$ cat src/rtl/regfile_write_arbiter_if.sv
// Bundles both result sources, the register-file write port and the hazard
// status outputs of the write arbiter.
interface regfile_write_arbiter_if #(
  parameter int DEPTH = 2
);
  localparam int CW = $clog2(DEPTH) + 1;

  logic          pipe_valid;
  logic [4:0]    pipe_reg;
  logic [31:0]   pipe_data;
  logic          pipe_exc;
  logic [31:0]   pipe_exc_code;
  logic          md_valid;
  logic          md_ready;
  logic [4:0]    md_reg;
  logic [31:0]   md_data;
  logic          md_exc;
  logic [31:0]   md_exc_code;
  logic          ctrl_writeEnable;
  logic [4:0]    ctrl_writeReg;
  logic [31:0]   data_writeReg;
  logic [31:0]   pending_mask;
  logic [CW-1:0] fifo_count;

  modport master (
    output pipe_valid, pipe_reg, pipe_data, pipe_exc, pipe_exc_code,
    output md_valid, md_reg, md_data, md_exc, md_exc_code,
    input  md_ready, ctrl_writeEnable, ctrl_writeReg, data_writeReg,
    input  pending_mask, fifo_count
  );

  modport slave (
    input  pipe_valid, pipe_reg, pipe_data, pipe_exc, pipe_exc_code,
    input  md_valid, md_reg, md_data, md_exc, md_exc_code,
    output md_ready, ctrl_writeEnable, ctrl_writeReg, data_writeReg,
    output pending_mask, fifo_count
  );
endinterface

$ cat src/rtl/regfile_write_arbiter.sv
// Merges pipeline writeback and multdiv results onto the single register-file
// write port, queueing multdiv results while the pipeline owns the port.
module regfile_write_arbiter #(
  parameter int DEPTH      = 2,
  parameter int STATUS_REG = 30,
  parameter int LOCKED_REG = 8
) (
  input logic               clock,
  input logic               ctrl_reset,
  regfile_write_arbiter_if.slave bus
);
  localparam int PW = $clog2(DEPTH);
  localparam int CW = PW + 1;
  localparam logic [CW-1:0] DEPTH_C  = CW'(DEPTH);
  localparam logic [4:0]    STATUS_R = 5'(STATUS_REG);
  localparam logic [4:0]    LOCKED_R = 5'(LOCKED_REG);

  typedef struct packed {
    logic        we;
    logic [4:0]  tgt;
    logic [31:0] data;
  } wr_t;

  // Exception redirects are never nulled, even if STATUS_REG collides.
  function automatic wr_t resolve(input logic exc, input logic [4:0] rg,
                                  input logic [31:0] d, input logic [31:0] code);
    wr_t r;
    if (exc) begin
      r.we   = 1'b1;
      r.tgt  = STATUS_R;
      r.data = code;
    end else begin
      r.we   = (rg != 5'd0) && (rg != LOCKED_R);
      r.tgt  = rg;
      r.data = d;
    end
    return r;
  endfunction

  wr_t           fifo_q [DEPTH];
  logic [PW-1:0] rd_ptr, wr_ptr;
  logic [CW-1:0] count;
  logic          we_q;
  logic [4:0]    reg_q;
  logic [31:0]   data_q;

  wr_t  pipe_res, md_res, issue;
  logic hs, fifo_empty, pop, push, issue_any;

  assign fifo_empty   = (count == '0);
  assign bus.md_ready = (count < DEPTH_C) && ctrl_reset;
  assign hs           = bus.md_valid && bus.md_ready;

  always_comb begin
    pipe_res  = resolve(bus.pipe_exc, bus.pipe_reg, bus.pipe_data, bus.pipe_exc_code);
    md_res    = resolve(bus.md_exc, bus.md_reg, bus.md_data, bus.md_exc_code);
    issue     = '0;
    issue_any = 1'b0;
    pop       = 1'b0;
    push      = 1'b0;
    if (bus.pipe_valid) begin
      issue     = pipe_res;
      issue_any = 1'b1;
      push      = hs;
    end else if (!fifo_empty) begin
      issue     = fifo_q[rd_ptr];
      issue_any = 1'b1;
      pop       = 1'b1;
      push      = hs;
    end else if (hs) begin
      issue     = md_res;
      issue_any = 1'b1;
    end
  end

  always_ff @(posedge clock) begin
    if (!ctrl_reset) begin
      rd_ptr <= '0;
      wr_ptr <= '0;
      count  <= '0;
      we_q   <= 1'b0;
      reg_q  <= '0;
      data_q <= '0;
    end else begin
      if (push) wr_ptr <= wr_ptr + 1'b1;
      if (pop)  rd_ptr <= rd_ptr + 1'b1;
      case ({push, pop})
        2'b10:   count <= count + 1'b1;
        2'b01:   count <= count - 1'b1;
        default: count <= count;
      endcase
      we_q <= issue_any && issue.we;
      if (issue_any) begin
        reg_q  <= issue.tgt;
        data_q <= issue.data;
      end
    end
  end

  // Storage needs no reset: push is blocked while ctrl_reset is low.
  always_ff @(posedge clock) begin
    if (push) fifo_q[wr_ptr] <= md_res;
  end

  always_comb begin
    logic [PW-1:0] slot;
    bus.pending_mask = '0;
    slot             = '0;
    for (int k = 0; k < DEPTH; k++) begin
      slot = rd_ptr + PW'(k);
      if ((CW'(k) < count) && fifo_q[slot].we)
        bus.pending_mask[fifo_q[slot].tgt] = 1'b1;
    end
  end

  assign bus.ctrl_writeEnable = we_q;
  assign bus.ctrl_writeReg    = reg_q;
  assign bus.data_writeReg    = data_q;
  assign bus.fifo_count       = count;
endmodule

$ cat src/flat_wrapper.sv
// flat-port wrapper written by rule: the top's interface ports become plain ports
module regfile_write_arbiter_flat 
#(
  parameter int DEPTH      = 2,
  parameter int STATUS_REG = 30,
  parameter int LOCKED_REG = 8
)
  (clock, ctrl_reset, bus_pipe_valid, bus_pipe_reg, bus_pipe_data, bus_pipe_exc, bus_pipe_exc_code, bus_md_valid, bus_md_reg, bus_md_data, bus_md_exc, bus_md_exc_code, bus_md_ready, bus_ctrl_writeEnable, bus_ctrl_writeReg, bus_data_writeReg, bus_pending_mask, bus_fifo_count);
  regfile_write_arbiter_if #(.DEPTH(DEPTH)) bus_i ();
  input logic clock;
  input logic ctrl_reset;
  input wire logic [$bits(bus_i.pipe_valid)-1:0] bus_pipe_valid;
  input wire logic [$bits(bus_i.pipe_reg)-1:0] bus_pipe_reg;
  input wire logic [$bits(bus_i.pipe_data)-1:0] bus_pipe_data;
  input wire logic [$bits(bus_i.pipe_exc)-1:0] bus_pipe_exc;
  input wire logic [$bits(bus_i.pipe_exc_code)-1:0] bus_pipe_exc_code;
  input wire logic [$bits(bus_i.md_valid)-1:0] bus_md_valid;
  input wire logic [$bits(bus_i.md_reg)-1:0] bus_md_reg;
  input wire logic [$bits(bus_i.md_data)-1:0] bus_md_data;
  input wire logic [$bits(bus_i.md_exc)-1:0] bus_md_exc;
  input wire logic [$bits(bus_i.md_exc_code)-1:0] bus_md_exc_code;
  output wire logic [$bits(bus_i.md_ready)-1:0] bus_md_ready;
  output wire logic [$bits(bus_i.ctrl_writeEnable)-1:0] bus_ctrl_writeEnable;
  output wire logic [$bits(bus_i.ctrl_writeReg)-1:0] bus_ctrl_writeReg;
  output wire logic [$bits(bus_i.data_writeReg)-1:0] bus_data_writeReg;
  output wire logic [$bits(bus_i.pending_mask)-1:0] bus_pending_mask;
  output wire logic [$bits(bus_i.fifo_count)-1:0] bus_fifo_count;
  assign bus_i.pipe_valid = bus_pipe_valid;
  assign bus_i.pipe_reg = bus_pipe_reg;
  assign bus_i.pipe_data = bus_pipe_data;
  assign bus_i.pipe_exc = bus_pipe_exc;
  assign bus_i.pipe_exc_code = bus_pipe_exc_code;
  assign bus_i.md_valid = bus_md_valid;
  assign bus_i.md_reg = bus_md_reg;
  assign bus_i.md_data = bus_md_data;
  assign bus_i.md_exc = bus_md_exc;
  assign bus_i.md_exc_code = bus_md_exc_code;
  assign bus_md_ready = bus_i.md_ready;
  assign bus_ctrl_writeEnable = bus_i.ctrl_writeEnable;
  assign bus_ctrl_writeReg = bus_i.ctrl_writeReg;
  assign bus_data_writeReg = bus_i.data_writeReg;
  assign bus_pending_mask = bus_i.pending_mask;
  assign bus_fifo_count = bus_i.fifo_count;
  regfile_write_arbiter #(.DEPTH(DEPTH), .STATUS_REG(STATUS_REG), .LOCKED_REG(LOCKED_REG)) u_core (.clock(clock), .ctrl_reset(ctrl_reset), .bus(bus_i));
endmodule
$ cat config.mk
export PLATFORM = sky130hd
export DESIGN_NAME = regfile_write_arbiter_flat
export DESIGN_NICKNAME = d
export VERILOG_FILES = /design/src/rtl/regfile_write_arbiter_if.sv /design/src/rtl/regfile_write_arbiter.sv /design/src/flat_wrapper.sv
export SDC_FILE = /design/constraint.sdc
export NUM_CORES = 1
export LEC_CHECK = 0
export BUFFER_PORTS_ARGS = -buffer_cell sky130_fd_sc_hd__buf_2
export CORE_ASPECT_RATIO = 0.75
export CORE_UTILIZATION = 51
export CTS_CLUSTER_DIAMETER = 150
export CTS_CLUSTER_SIZE = 20
export DETAILED_ROUTE_END_ITERATION = 16
export PLACE_DENSITY = 0.81
export SYNTH_ARGS = -nofsm -noshare
export SYNTH_HDL_FRONTEND = slang
export SYNTH_SLANG_ARGS = --single-unit
$ cat constraint.sdc
create_clock -name clock -period 4.64 [get_ports clock]
set_clock_uncertainty 0.2 [all_clocks]
set_input_delay 0.232 -clock clock [delete_from_list [all_inputs] [get_ports clock]]
set_output_delay 0.232 -clock clock [all_outputs]
set_load 0.01 [all_outputs]
After elaboration in Yosys (flattened, before gate mapping)
Memories as Yosys holds them, arrays and structs flattened. A register that Yosys moved wholly into a read port is not among the register bits.
Cells that the tools add are included.
W data, S select, Z words.
{"block": "classes", "n_addsub": 4, "magnitude_cmp": 7, "n_eq_ne": 4, "n_mux": 23, "bitwise_logic": 1, "reduce_logical": 13}
{"cell": "$mux W38", "n": 5}
{"cell": "$mux W32", "n": 2}
{"cell": "$or A32 B32 Y32", "n": 1}
{"cell": "$mux W1", "n": 13}
{"cell": "$lt A5 B6 Y1 const B", "n": 2}
{"cell": "$demux W1 S5", "n": 2}
{"cell": "$ge A5 B1 Y1 const B", "n": 2}
{"cell": "$ne A5 B4 Y1 const B", "n": 2}
{"cell": "$reduce_bool A5 Y1", "n": 2}
{"cell": "$logic_and A1 B1 Y1", "n": 9}
{"cell": "$lt A1 B2 Y1 const A", "n": 2}
{"cell": "$pmux W2 S2", "n": 1}
{"cell": "$add A1 B1 Y1 const B", "n": 2}
{"cell": "$add A2 B1 Y2 const B", "n": 1}
{"cell": "$eq A2 B1 Y1 const B", "n": 1}
{"cell": "$eq A2 B2 Y1 const B", "n": 1}
{"cell": "$logic_not A2 Y1", "n": 1}
{"cell": "$lt A2 B2 Y1 const B", "n": 1}
{"cell": "$reduce_bool A2 Y1", "n": 1}
{"cell": "$sub A2 B1 Y2 const B", "n": 1}
{"block": "word_totals", "regBits": 42, "ramBits": 76, "inputBits": 144, "output_inout_bits": 73, "elab_cells": 59, "n_memories": 1}
{"memory": "u_core.fifo_q", "depth": 2, "width": 38, "rd": 2, "rd_ports_with_merged_regs": 1, "wr": 1, "line": "regfile_write_arbiter.sv:40", "text": "wr_t fifo_q [DEPTH];"}

Depth between registers and ports, before layout
Gate-level depths: netlist of the first run.
An unclocked memory read counts as a cell.
{"block": "logic_depth", "depth_word": 8, "depth_mapped": 9, "ltp_nobuf": 8}

Worst setup path after synthesis of the first run
Ideal clock, no wire load.
{"block": "synth_path", "path_type": "reg-to-reg", "start": "reg u_core.count[1] (netlist: u_core.bus.fifo_count[1])", "end": "mem u_core.fifo_q[0][0] in the netlist's numbering, enable pin", "setup_ns": 0.433, "arrival_ns": 2.739, "required_time_ns": 4.007, "setup_slack_ns": 1.267, "stages_incl_launch_ff": 7, "path_buffers": 1, "period_less_slack_ns": 3.373, "cell_sequence": "dfxtp_1 inv_1 ha_1 buf_2 nand2b_1 nand2_1 nor2_1"}
{"block": "synth_via", "elab_chain_len": 7, "elab_cells_between_ends": 8, "classes_between": "order compare (1); mux (4); reduce/logical (3)"}
{"item": "start: declaration", "line": "regfile_write_arbiter.sv:42", "text": "logic [CW-1:0] count;"}
{"item": "start signal: assignment", "line": "regfile_write_arbiter.sv:88", "text": "2'b10: count <= count + 1'b1;"}
{"item": "start signal: assignment", "line": "regfile_write_arbiter.sv:89", "text": "2'b01: count <= count - 1'b1;"}
{"item": "start signal: assignment", "line": "regfile_write_arbiter.sv:90", "text": "default: count <= count;"}
{"item": "$lt A2 B2 Y1", "line": "regfile_write_arbiter.sv:51", "text": "assign bus.md_ready = (count < DEPTH_C) && ctrl_reset;"}
{"item": "$logic_and A1 B1 Y1", "line": "regfile_write_arbiter.sv:51"}
{"item": "$logic_and A1 B1 Y1", "line": "regfile_write_arbiter.sv:52", "text": "assign hs = bus.md_valid && bus.md_ready;"}
{"item": "$mux W1", "line": "regfile_write_arbiter.sv:65", "text": "end else if (!fifo_empty) begin"}
{"item": "$mux W1 (*)", "line": "regfile_write_arbiter.sv:61", "text": "if (bus.pipe_valid) begin"}
{"item": "$mux W1 (*)", "line": "regfile_write_arbiter.sv:102", "text": "if (push) fifo_q[wr_ptr] <= md_res;"}
{"item": "$mux W1 (not written as such) (*)", "line": "regfile_write_arbiter.sv:102"}
{"item": "end: declaration", "line": "regfile_write_arbiter.sv:40"}
Every way passes the cells marked *; elsewhere a longest branch is shown, timed or not.

Worst setup path after layout of the first run
{"block": "layout_path", "start": "reg u_core.count[1] (netlist: u_core.bus.fifo_count[1])", "end": "reg u_core.reg_q[4] (netlist: u_core.bus.ctrl_writeReg[4])"}
{"block": "layout_via", "elab_chain_len": 6, "elab_cells_between_ends": 10, "classes_between": "order compare (1); mux (6); reduce/logical (3)"}
{"item": "$lt A2 B2 Y1", "line": "regfile_write_arbiter.sv:51"}
{"item": "$logic_and A1 B1 Y1", "line": "regfile_write_arbiter.sv:51"}
{"item": "$logic_and A1 B1 Y1", "line": "regfile_write_arbiter.sv:52"}
{"item": "$mux W38 / $mux W1 (equally long branches)", "line": "regfile_write_arbiter.sv:70", "text": "end else if (hs) begin"}
{"item": "$mux W38 / $mux W1 (equally long branches)", "line": "regfile_write_arbiter.sv:65"}
{"item": "$mux W38 / $mux W1 (equally long branches)", "line": "regfile_write_arbiter.sv:61"}
{"item": "end signal: assignment", "line": "regfile_write_arbiter.sv:94", "text": "reg_q <= issue.tgt;"}
{"item": "end: declaration", "line": "regfile_write_arbiter.sv:44", "text": "logic [4:0] reg_q;"}
Parallel ways exist; a longest one is shown, timed or not.
A chain may end at the register's enable or synchronous reset.

==> results of run 1 <==
[flip-flops by register name, summed over array words and instances (netlist names), named ones only]
signal	count
u_core.fifo_q	76
u_core.bus.data_writeReg	32
u_core.bus.ctrl_writeReg	5
u_core.bus.fifo_count	2
u_core.bus.ctrl_writeEnable	1
u_core.rd_ptr	1
u_core.wr_ptr	1
[cells by family after synthesis]
kind of cell	after synthesis	share of synthesized area
adders and majority gates	3	0.00593
muxes	90	0.152
xor gates and xnor gates	4	0.00553
buffers and inverters	52	0.0448
and+or+nand+nor	138	0.109
DFF	119	0.496
AOI/OAI and AO/OA	166	0.186
[metrics by stage]
step,power (mW),instances
3_3_place_gp,2.36,910
6_report,3.79,1016
3_5_place_dp,2.40,910
5_1_grt,3.96,1016
2_1_floorplan,2.10,572
4_1_cts,3.79,1016
[cell usage after synthesis, drive strengths merged (3+ instances only)]
cell / count
a2111oi: 8
a211oi: 17
a21oi: 19
and2: 5
buf: 26
clkbuf: 17
dfxtp: 43
edfxtp: 76
ha: 3
inv: 9
mux2: 43
mux2i: 47
nand2: 48
nand2b: 4
nand3: 6
nand3b: 4
nor2: 22
nor2b: 19
nor3: 19
o2111a: 17
o21a: 8
o21ai: 39
o221ai: 4
o22ai: 33
o2bb2ai: 8
o31ai: 6
o32ai: 4
or2: 4
xnor2: 3
[what timing repair did]
item,in CTS,in global routing
endpoints found under the hold margin,80,0
hold buffers,74,0
setup buffers,0,0
[cells in the final DEF, fill, tap and decap left out, drive strengths merged, types with 5 or more instances in the layout]
cell type	Yosys	layout
buf	26	219
edfxtp	76	76
dlygate4sd3	0	74
nand2	48	48
mux2i	47	47
dfxtp	43	43
mux2	43	43
o21ai	39	39
o22ai	33	33
nor2	22	22
nor3	19	19
nor2b	19	19
a21oi	19	19
a211oi	17	17
o2111a	17	17
clkbuf	17	17
inv	9	13
o2bb2ai	8	8
o21a	8	8
a2111oi	8	8
o31ai	6	6
nand3	6	6
clkinv	0	6
and2	5	5
[worst max-delay path, delay by kind of cell, from the launching register on]
family	cells	cell delay, ns
simple gates	2	0.94
compound gates	2	0.58
buf+inv	2	0.44
flops	1	0.35
fa+ha+maj	1	0.20
[area by class of cell]
cell class | instances | share of cell area
inverters | 9 | 0.00386
repair buffers | 293 | 0.211
clock buffers | 17 | 0.0487
clock inverters | 15 | 0.0202
multi-input cells | 401 | 0.333
flip-flops and latches | 119 | 0.360
well taps | 162 | 0.0232
[metal layers]
metal / track usage / vias to the layer above / part of all wire / wire, um
met4: 0.105 / 0 / 0.017 / 319
li1: - / 2750 / - / -
met2: 0.499 / 338 / 0.49 / 8910
met1: 0.362 / 2764 / 0.41 / 7510
met5: 0 / - / 0 / 0
met3: 0.0630 / 35 / 0.086 / 1580
[power by group]
group	switching (mW)	internal [mW]	total (mW)	leakage (nW)
registers	0.103	1.27	1.37	1.04
logic	0.647	0.450	1.10	2.21
clock network	0.480	0.846	1.33	0.292
total	1.23	2.56	3.79	3.55
[path summary, 6_finish.rpt]
kind / cells past startpoint / endpoint / slack (ns) / from
hold / removal: 4 / u_core.bus.data_writeReg[17]$_SDFFE_PN0P_ / 0.01 / bus_pipe_data[17]
setup / recovery: 7 / u_core.bus.ctrl_writeReg[4]$_SDFFE_PN0P_ / 1.74 / u_core.bus.fifo_count[1]$_SDFFE_PN0P_
setup reg to reg: 7 / u_core.bus.ctrl_writeReg[4]$_SDFFE_PN0P_ / 1.74 / u_core.bus.fifo_count[1]$_SDFFE_PN0P_
hold reg to reg: 1 / u_core.bus.data_writeReg[28]$_SDFFE_PN0P_ / 0.35 / u_core.bus.data_writeReg[28]$_SDFFE_PN0P_
==> impl_metrics.ini, run 1 <==
[floorplan]
start_util = 0.536
rows = 34
io_pins = 217
die_w_um = 131
die_area_mm2 = 0.0129
die_y_um = 98.5
coreArea_mm2 = 0.0118

[place]
globalplace.congestion = 0.942
dpl_worst_slack_ns = 1.73
place_area_mm2 = 0.00740
hpwlAfterDp_um = 11600
io_buffers = 216

[setup_path]
worstSetupEndpointType = flip-flop
worst-setup-path-type = reg2reg
worst-endpoint-required_ns = 4.67
cp_cell_sequence = inv_1, ha_1, buf_4, and2b_1, nand2_1, o221ai_1, a21oi_1
cp.arrival_ns = 2.93
cp_max_fo = 29
crit_path_max_incr_delay_ns = 0.66
worst_setup_path_start_kind = flip-flop
crit_slowest_cell = nand2_1

[power]
p_leak_nw = 3.55
ir_drop_uv = 360
power_density_mw_per_mm2 = 434

[clock_tree]
cts-root-buf = clkbuf_16
clockBufferDepth = 2
cts_tree = done
cts_buffers = 17
insertion_delay_ns = 0.41
cts.sinks = 119
cts.clk_slew.worst_paths_ns = 0.06
h-tree-depth = 4
post_cts_resize_count = 0

[timing]
maxSlewHeadroom = 0.169
tns_ns = 0
finalHoldViolCount = 0
finalCritPeriodShare = 0.625
setup_viol = 0
slew_violations = 0
whs_ns = 0.0134
worstMarginPinSlew_ns = 1.25
fmax_ghz = 0.345
setup_ws_ns = 1.74
rsz0062_at_grt = no
finalCriticalPeriod_ns = 2.90

[route]
via_per_inst = 5.79
routedWlPerCell_um = 18.0
vias = 5887
drtAntennaViolNets = 0
routed_wl_um = 18300
drt_drc_violations_left = 0
drt_first_pass_iters = 5
drt_first_iter_violations = 368

[yosys]
yosysTopAreaCell = edfxtp_1
async_flop_share = 0
syn-instance-count = 572
ys_ff_latch = 119
synth_edf_count = 76
synth_nets = 719
yosys_warnings = 0
synth.avg_cell_area_um2 = 11.1
seq_area_frac_synth = 0.496
synth.area.top_cells = edfxtp_1 36%, dfxtp_1 14%, mux2i_1 7.4%, mux2_2 7.3%, o22ai_1 3.3%
yosysTopAreaCellShare = 0.360
synth-main-ff-cell = edfxtp_1
synthesis.area_mm2 = 0.00633
synth.distinct_cells = 53

[global_route]
grt_usage = 0.292
globalRouteOverflowTotal = 0
grt_pass1_vias = 5813
grt_start_max_net_pins = 47
grt_pass1_wl_um = 28600
antenna_found_initial = 0

[layout]
fillers = 825
finalInstanceArea_mm2 = 0.00874
area_growth_pct = 38.0
antenna_cells = 0
multi_input_area_mm2 = 0.00292
seqCellArea_mm2 = 0.00314
final_core_util = 0.739
finalNetCount = 988
drive_gt1_frac = 0.362

[job]
drv_cap = 0

[run_status]
outcome = finished clean

[worst_hold_path]
hp-class = in2reg
No activity file was read; power rests on OpenSTA's default activity.
==> run 2: changes to the inputs <==
==> constraint.sdc (replaced) <==
create_clock -name clock -period 2.7 [get_ports clock]
set_clock_uncertainty 0.2 [all_clocks]
set_input_delay 0.135 -clock clock [delete_from_list [all_inputs] [get_ports clock]]
set_output_delay 0.135 -clock clock [all_outputs]
set_load 0.01 [all_outputs]
==> run 2 against run 1 <==
Sequential power increased by 70%. Wire length increased by 16%. Via count increased by 8.9%. Die area unchanged. Clock-buffer cell count increased by 4. Sequential share of layout area decreased by 3.0 points. Combinational power increased by 93%. Design area increased by 9.2%. Hold slack improved by 0.023 ns. Power increased by 77%. Global-route usage increased by 4.7 points. Critical path type is now reg2out. Largest cell class unchanged.
==> impl_metrics.ini, run 2 (synthesis gave the netlist of run 1 again) <==
[floorplan]
start_util = 0.536
die_area_mm2 = 0.0129
die_w_um = 131
rows = 34
io_pins = 217
coreArea_mm2 = 0.0118
die_y_um = 98.5

[clock_tree]
cts.sinks = 119
cts.clk_slew.worst_paths_ns = 0.05
cts_buffers = 17
clockBufferDepth = 2
h-tree-depth = 4
insertion_delay_ns = 0.41
cts-root-buf = clkbuf_16
cts_tree = done

[layout]
regMostFlops = u_core.fifo_q
fillers = 692
final_cell_mix = 216 x buf_2, 142 x dlygate4sd3_1, 76 x edfxtp_1
multi_input_area_mm2 = 0.00292
final_cells = 1100
area_growth_pct = 50.7
seqCellArea_mm2 = 0.00315
drive_gt1_frac = 0.347
final_common_cell = buf_2
finalNetCount = 1071
largest_register_ffs = 76

[route]
drtAntennaViolNets = 0
routed_wl_um = 21200
via_per_inst = 5.83
drt_drc_violations_left = 0
vias = 6411
drt_first_pass_iters = 5
drt_first_iter_violations = 461
routedWlPerCell_um = 19.2

[global_route]
globalRouteOverflowTotal = 0
grt_start_max_net_pins = 38
grt_pass1_wl_um = 32700
grt_usage = 0.338
antenna_found_initial = 1
grt_pass1_vias = 6396

[place]
globalplace.congestion = 0.871
io_buffers = 216
dp_cells = 925
hpwlAfterDp_um = 12400
dpl_worst_slack_ns = 0.355

[setup_path]
crit_family = compound AO/OA/AOI/OAI gates
r2r-end = u_core.bus.data_writeReg[7]$_SDFFE_PN0P_
crit_slowest_cell = dfxtp_1
worst_setup_path_start_kind = flip-flop
worstSetupEndpointType = output port
setup.worst_path.start = u_core.bus.fifo_count[1]$_SDFFE_PN0P_
cp_cell_sequence = inv_1, ha_1, nor3_1, o21ai_1, o22ai_1, buf_2
worst-path-buf-inv = 2
worst-setup-path-type = reg2out
r2r-start = u_core.bus.fifo_count[1]$_SDFFE_PN0P_
crit_path_max_incr_delay_ns = 0.42
cp.arrival_ns = 2.26
cp_max_fo = 8
worst-endpoint-required_ns = 2.37
r2r_cells = 7
r2r_slack_ns = 0.27

[timing]
tns_ns = 0
finalCriticalPeriod_ns = 2.59
worstMarginPinSlew_ns = 0.973
setup_viol = 0
whs_ns = 0.0367
setup_ws_ns = 0.109
slew_violations = 0
finalCritPeriodShare = 0.960
fmax_ghz = 0.386
maxSlewHeadroom = 0.351
rsz0062_at_grt = yes
finalHoldViolCount = 0

[run_status]
outcome = finished clean

[worst_hold_path]
hold_depth = 4
whs_endpoint = u_core.bus.data_writeReg[21]$_SDFFE_PN0P_
hp-class = in2reg
hold_start = bus_md_data[21]

[power]
power_mw = 6.71
ir_drop_uv = 545
power_density_mw_per_mm2 = 703
p_leak_nw = 3.90

[job]
drv_cap = 0
-- run 2: changes by cell type in the layout (fill, tap and decap cells not counted), moves of 2 or more --
| cell | change |
|---|---|
| dlygate4sd3_1 | +68 |
| clkinv_4 | -2 |
| inv_6 | -3 |
| buf_4 | +14 |
| clkbuf_8 | +2 |
| clkinvlp_4 | +3 |
-- run 2: repair_timing --
item,in CTS,in global routing
buffers inserted,0,0
endpoints found under the setup margin,0,32
resized for setup,0,3
hold buffers,142,0
hold endpoints to repair,113,0
-- run 2: layout make-up --
class | instances | area share
flip-flops and latches | 119 | 0.329
multi-input cells | 401 | 0.306
repair buffers | 376 | 0.277
clock buffers | 21 | 0.0505
well taps | 162 | 0.0212
clock inverters | 11 | 0.0126
inverters | 9 | 0.00354
diodes | 1 | 0.000262
-- run 2: stage by stage --
step | util | area (um^2)
after floorplan | - | 6340
after global placement | 0.635 | 7510
after detailed placement | 0.635 | 7510
after CTS | 0.806 | 9540
after global routing | 0.807 | 9550
final | 0.807 | 9550
-- run 2: layer usage --
layer / track usage / up-vias / wire length, um
met3: 0.0733 / 66 / 1750
met5: 0 / - / 0
met4: 0.150 / 0 / 680
met2: 0.579 / 407 / 10500
met1: 0.408 / 3012 / 8190
li1: - / 2926 / -
-- run 2: worst max-delay path by stage --
stage	to	slack, ns	cells past startpoint
4_1_cts	bus_pending_mask[24]	0.04	5
2_1_floorplan	u_core.fifo_q[1][0]$_DFFE_PP_	0.1	5
6_report	bus_pending_mask[16]	0.11	6
5_1_grt	bus_pending_mask[20]	-0.06	6
3_3_place_gp	u_core.bus.fifo_count[1]$_SDFFE_PN0P_	0.50	9
3_5_place_dp	u_core.bus.fifo_count[1]$_SDFFE_PN0P_	0.35	9
-- run 2: power breakdown --
part / internal [mW] / switching (mW)
registers: 2.18 / 0.155
clock network: 1.46 / 0.793
logic: 0.909 / 1.22
total: 4.54 / 2.16
-- run 2: tightest hold or removal path, delay by kind of cell --
family | cells | cell delay, ns
mux | 1 | 0.16
compound gates | 2 | 0.21
buf+inv | 1 | 0.09
==> run 3: changes to the inputs <==
--- a/config.mk
+++ b/config.mk
@@ -5,13 +5,13 @@
 export SDC_FILE = /design/constraint.sdc
 export NUM_CORES = 1
 export LEC_CHECK = 0
-export BUFFER_PORTS_ARGS = -buffer_cell sky130_fd_sc_hd__buf_2
 export CORE_ASPECT_RATIO = 0.75
-export CORE_UTILIZATION = 51
+export CORE_UTILIZATION = 60
 export CTS_CLUSTER_DIAMETER = 150
 export CTS_CLUSTER_SIZE = 20
 export DETAILED_ROUTE_END_ITERATION = 16
-export PLACE_DENSITY = 0.81
+export DONT_BUFFER_PORTS = 1
+export PLACE_DENSITY = 0.76
 export SYNTH_ARGS = -nofsm -noshare
 export SYNTH_HDL_FRONTEND = slang
 export SYNTH_SLANG_ARGS = --single-unit
==> run 3 against run 2 <==
Area after synthesis did not move. Synthesized cell count stayed put. The flow now stops in clock tree synthesis (4_1_cts).
==> impl_metrics.ini, run 3 <==
[clock_tree]
h-tree-depth = 4
post_cts_resize_count = 0
cts_buffers = 17
post_cts_buffers = 0
hold_buffers = 143
cts.sinks = 119
cts-root-buf = clkbuf_16
clockBufferDepth = 2

[yosys]
yosysTopAreaCellShare = 0.360
synth_nets = 719
seq_area_frac_synth = 0.496
synth.avg_cell_area_um2 = 11.1
synthTopCellsByCount = 76 x edfxtp_1, 47 x mux2i_1, 46 x nand2_1
ys_ff_latch = 119
synth.distinct_cells = 53
synthesis.area_mm2 = 0.00633
yosysTopAreaCell = edfxtp_1
syn-instance-count = 572
synth-main-ff-cell = edfxtp_1
yosysMostFrequentCell = edfxtp_1
synth_edf_count = 76
async_flop_share = 0
yosys_warnings = 0
synth.area.top_cells = edfxtp_1 36%, dfxtp_1 14%, mux2i_1 7.4%, mux2_2 7.3%, o22ai_1 3.3%

[place]
io_buffers = 0
place_area_mm2 = 0.00639
globalplace.congestion = 0.891
hpwlAfterDp_um = 10000

[run_status]
error = [ERROR RSZ-0060] Max buffer count reached.
lastStage = clock tree synthesis (4_1_cts)
outcome = aborted with a tool error

[floorplan]
die_w_um = 121
io_pins = 217
die_y_um = 91.0
start_util = 0.616
rows = 32
run 3: cell counts after synthesis:
No cell type changed its count.
run 3: stage by stage:
stage / utilization / setup WS [ns] / cells
3_5_place_dp: 0.621 / 0.284 / 679
2_1_floorplan: - / 0.0992 / 572
3_3_place_gp: 0.621 / 0.360 / 679
run 3: kinds of logic after synthesis:
family	after synthesis	share of synthesized area
compound gates	166	0.186
xor+xnor	4	0.00553
fa+ha+maj	3	0.00593
buf+inv	52	0.0448
flops	119	0.496
mux	90	0.152
simple gates	138	0.109
==> run 4: changes to the inputs <==
--- a/config.mk
+++ b/config.mk
@@ -5,13 +5,10 @@
 export SDC_FILE = /design/constraint.sdc
 export NUM_CORES = 1
 export LEC_CHECK = 0
-export CORE_ASPECT_RATIO = 0.75
-export CORE_UTILIZATION = 60
-export CTS_CLUSTER_DIAMETER = 150
-export CTS_CLUSTER_SIZE = 20
+export CORE_UTILIZATION = 40
 export DETAILED_ROUTE_END_ITERATION = 16
 export DONT_BUFFER_PORTS = 1
-export PLACE_DENSITY = 0.76
+export PLACE_DENSITY_LB_ADDON = 0.15
 export SYNTH_ARGS = -nofsm -noshare
 export SYNTH_HDL_FRONTEND = slang
 export SYNTH_SLANG_ARGS = --single-unit
==> run 4 against run 3 <==
The flow now finishes without violations.
==> impl_metrics.ini, run 4 (synthesis gave the netlist of run 1 again) <==
[run_status]
outcome = finished clean

[floorplan]
die_w_um = 128
coreArea_mm2 = 0.0153
die_area_mm2 = 0.0163
die_y_um = 128
start_util = 0.414
rows = 45
io_pins = 217

[clock_tree]
cts_buffers = 17
insertion_delay_ns = 0.40
cts.clk_slew.worst_paths_ns = 0.05
cts_tree = done
cts-root-buf = clkbuf_16
cts.sinks = 119
h-tree-depth = 4
clockBufferDepth = 2
post_cts_buffers = 0

[global_route]
grt_pass1_wl_um = 28600
grt_usage = 0.228
grt_pass1_vias = 5341
antenna_found_initial = 2
grt_start_max_net_pins = 44
globalRouteOverflowTotal = 0

[layout]
area_growth_pct = 36.2
finalNetCount = 861
regMostFlops = u_core.fifo_q
final_common_cell = dlygate4sd3_1
drive_gt1_frac = 0.150
final_cell_mix = 147 x dlygate4sd3_1, 76 x edfxtp_1, 46 x mux2i_1
largest_register_ffs = 76
seqCellArea_mm2 = 0.00315
finalInstanceArea_mm2 = 0.00862
final_cells = 939
final_core_util = 0.563
fillers = 1317
multi_input_area_mm2 = 0.00292

[timing]
tns_ns = 0
fmax_ghz = 0.393
finalCriticalPeriod_ns = 2.55
rsz0062_at_grt = no
finalCritPeriodShare = 0.943
whs_ns = 0.0198
finalHoldViolCount = 0
setup_ws_ns = 0.155
maxSlewHeadroom = 0.550
setup_viol = 0
worstMarginPinSlew_ns = 0.674
slew_violations = 0

[worst_hold_path]
hp-class = in2reg
hold_start = ctrl_reset
hold_depth = 3
whs_endpoint = u_core.bus.ctrl_writeEnable$_SDFF_PN0_

[setup_path]
cp_cell_sequence = buf_4, ha_1, nor3_1, o21ai_1, o22ai_1
r2r-start = u_core.bus.fifo_count[1]$_SDFFE_PN0P_
crit_path_max_incr_delay_ns = 0.44
r2r-end = u_core.bus.data_writeReg[23]$_SDFFE_PN0P_
crit_slowest_cell = nor3_1
worst-setup-path-type = reg2out
crit_family = compound AO/OA/AOI/OAI gates
cp_max_fo = 8
worst_setup_path_start_kind = flip-flop
worst-path-buf-inv = 1
cp.arrival_ns = 2.21
r2r_slack_ns = 0.24
r2r_cells = 7
worst-endpoint-required_ns = 2.37
worstSetupEndpointType = output port

[route]
drt_drc_violations_left = 0
drt_first_iter_violations = 276
wl_met2_um = 9360
drtAntennaViolNets = 0
vias = 5283
wl_met1_um = 7860
via_per_inst = 5.63
routedWlPerCell_um = 19.8
highest_layer = met4
wl_met3_um = 1260
drt_first_pass_iters = 4
routed_wl_um = 18600

[job]
drv_cap = 0

[power]
p_leak_nw = 3.02
internal-power_mw = 4.51
switching_share = 0.308
seq_power_share = 0.370
clockPowerShare = 0.356
power_mw = 6.51
pwr-share-comb = 0.275
ir_drop_uv = 416
p_switching_mw = 2.00
power_density_mw_per_mm2 = 755

[place]
io_buffers = 0
globalplace.congestion = 0.760
hpwlAfterDp_um = 11400
place_area_mm2 = 0.00648
dp_cells = 756
dpl_worst_slack_ns = 0.411
## run 4: worst register-to-register path, delay by kind of cell, from the launching register on
| kind | cells | cell delay (ns) |
|---|---|---|
| buffers and inverters | 2 | 0.67 |
| AOI/OAI and AO/OA | 2 | 0.27 |
| and+or+nand+nor | 2 | 0.55 |
| adders and majority gates | 1 | 0.36 |
| DFF | 1 | 0.31 |
## run 4: power groups by stage
| stage | Clock [mW] | Sequential, mW | Combinational (mW) |
|---|---|---|---|
| after floorplan | 0 | 2.36 | 1.25 |
| after global placement | 0 | 2.44 | 1.49 |
| after detailed placement | 0 | 2.44 | 1.52 |
| after CTS | 2.34 | 2.41 | 1.79 |
| after global routing | 2.43 | 2.43 | 1.95 |
| final | 2.32 | 2.41 | 1.79 |
## run 4: how the worst max path moves through the flow
stage	from	endpoint	slack [ns]	cells after the start
6_report	u_core.bus.fifo_count[0]$_SDFFE_PN0P_	bus_pending_mask[24]	0.15	5
3_5_place_dp	u_core.rd_ptr$_SDFFE_PN0N_	bus_pending_mask[24]	0.41	4
5_1_grt	flip-flop	bus_pending_mask[3]	0.03	4
4_1_cts	flip-flop	bus_pending_mask[7]	0.06	4
2_1_floorplan	u_core.bus.fifo_count[1]$_SDFFE_PN0P_	u_core.fifo_q[1][0]$_DFFE_PP_	0.1	5
3_3_place_gp	u_core.rd_ptr$_SDFFE_PN0N_	bus_pending_mask[28]	0.46	4
## run 4: cell type report
type                    instances  area share
flip-flops and latches        119       0.365
multi-input cells             401       0.339
repair buffers                166       0.191
clock buffers                  20      0.0518
well taps                     211      0.0306
clock inverters                11      0.0181
inverters                       9     0.00392
diodes                          2    0.000580
## run 4: timing repair
item,4_1_cts,5_1_grt
hold buffers,150,0
gates cloned,0,0
endpoints found under the hold margin,119,0
resized for setup,1,2
endpoints found under the setup margin,1,12
## run 4: metal layers
metal  global-route usage  up-vias
li1                     -     2496
met4               0.0623        0
met3               0.0601        9
met2                0.398      196
met1                0.279     2582
met5                    0        -
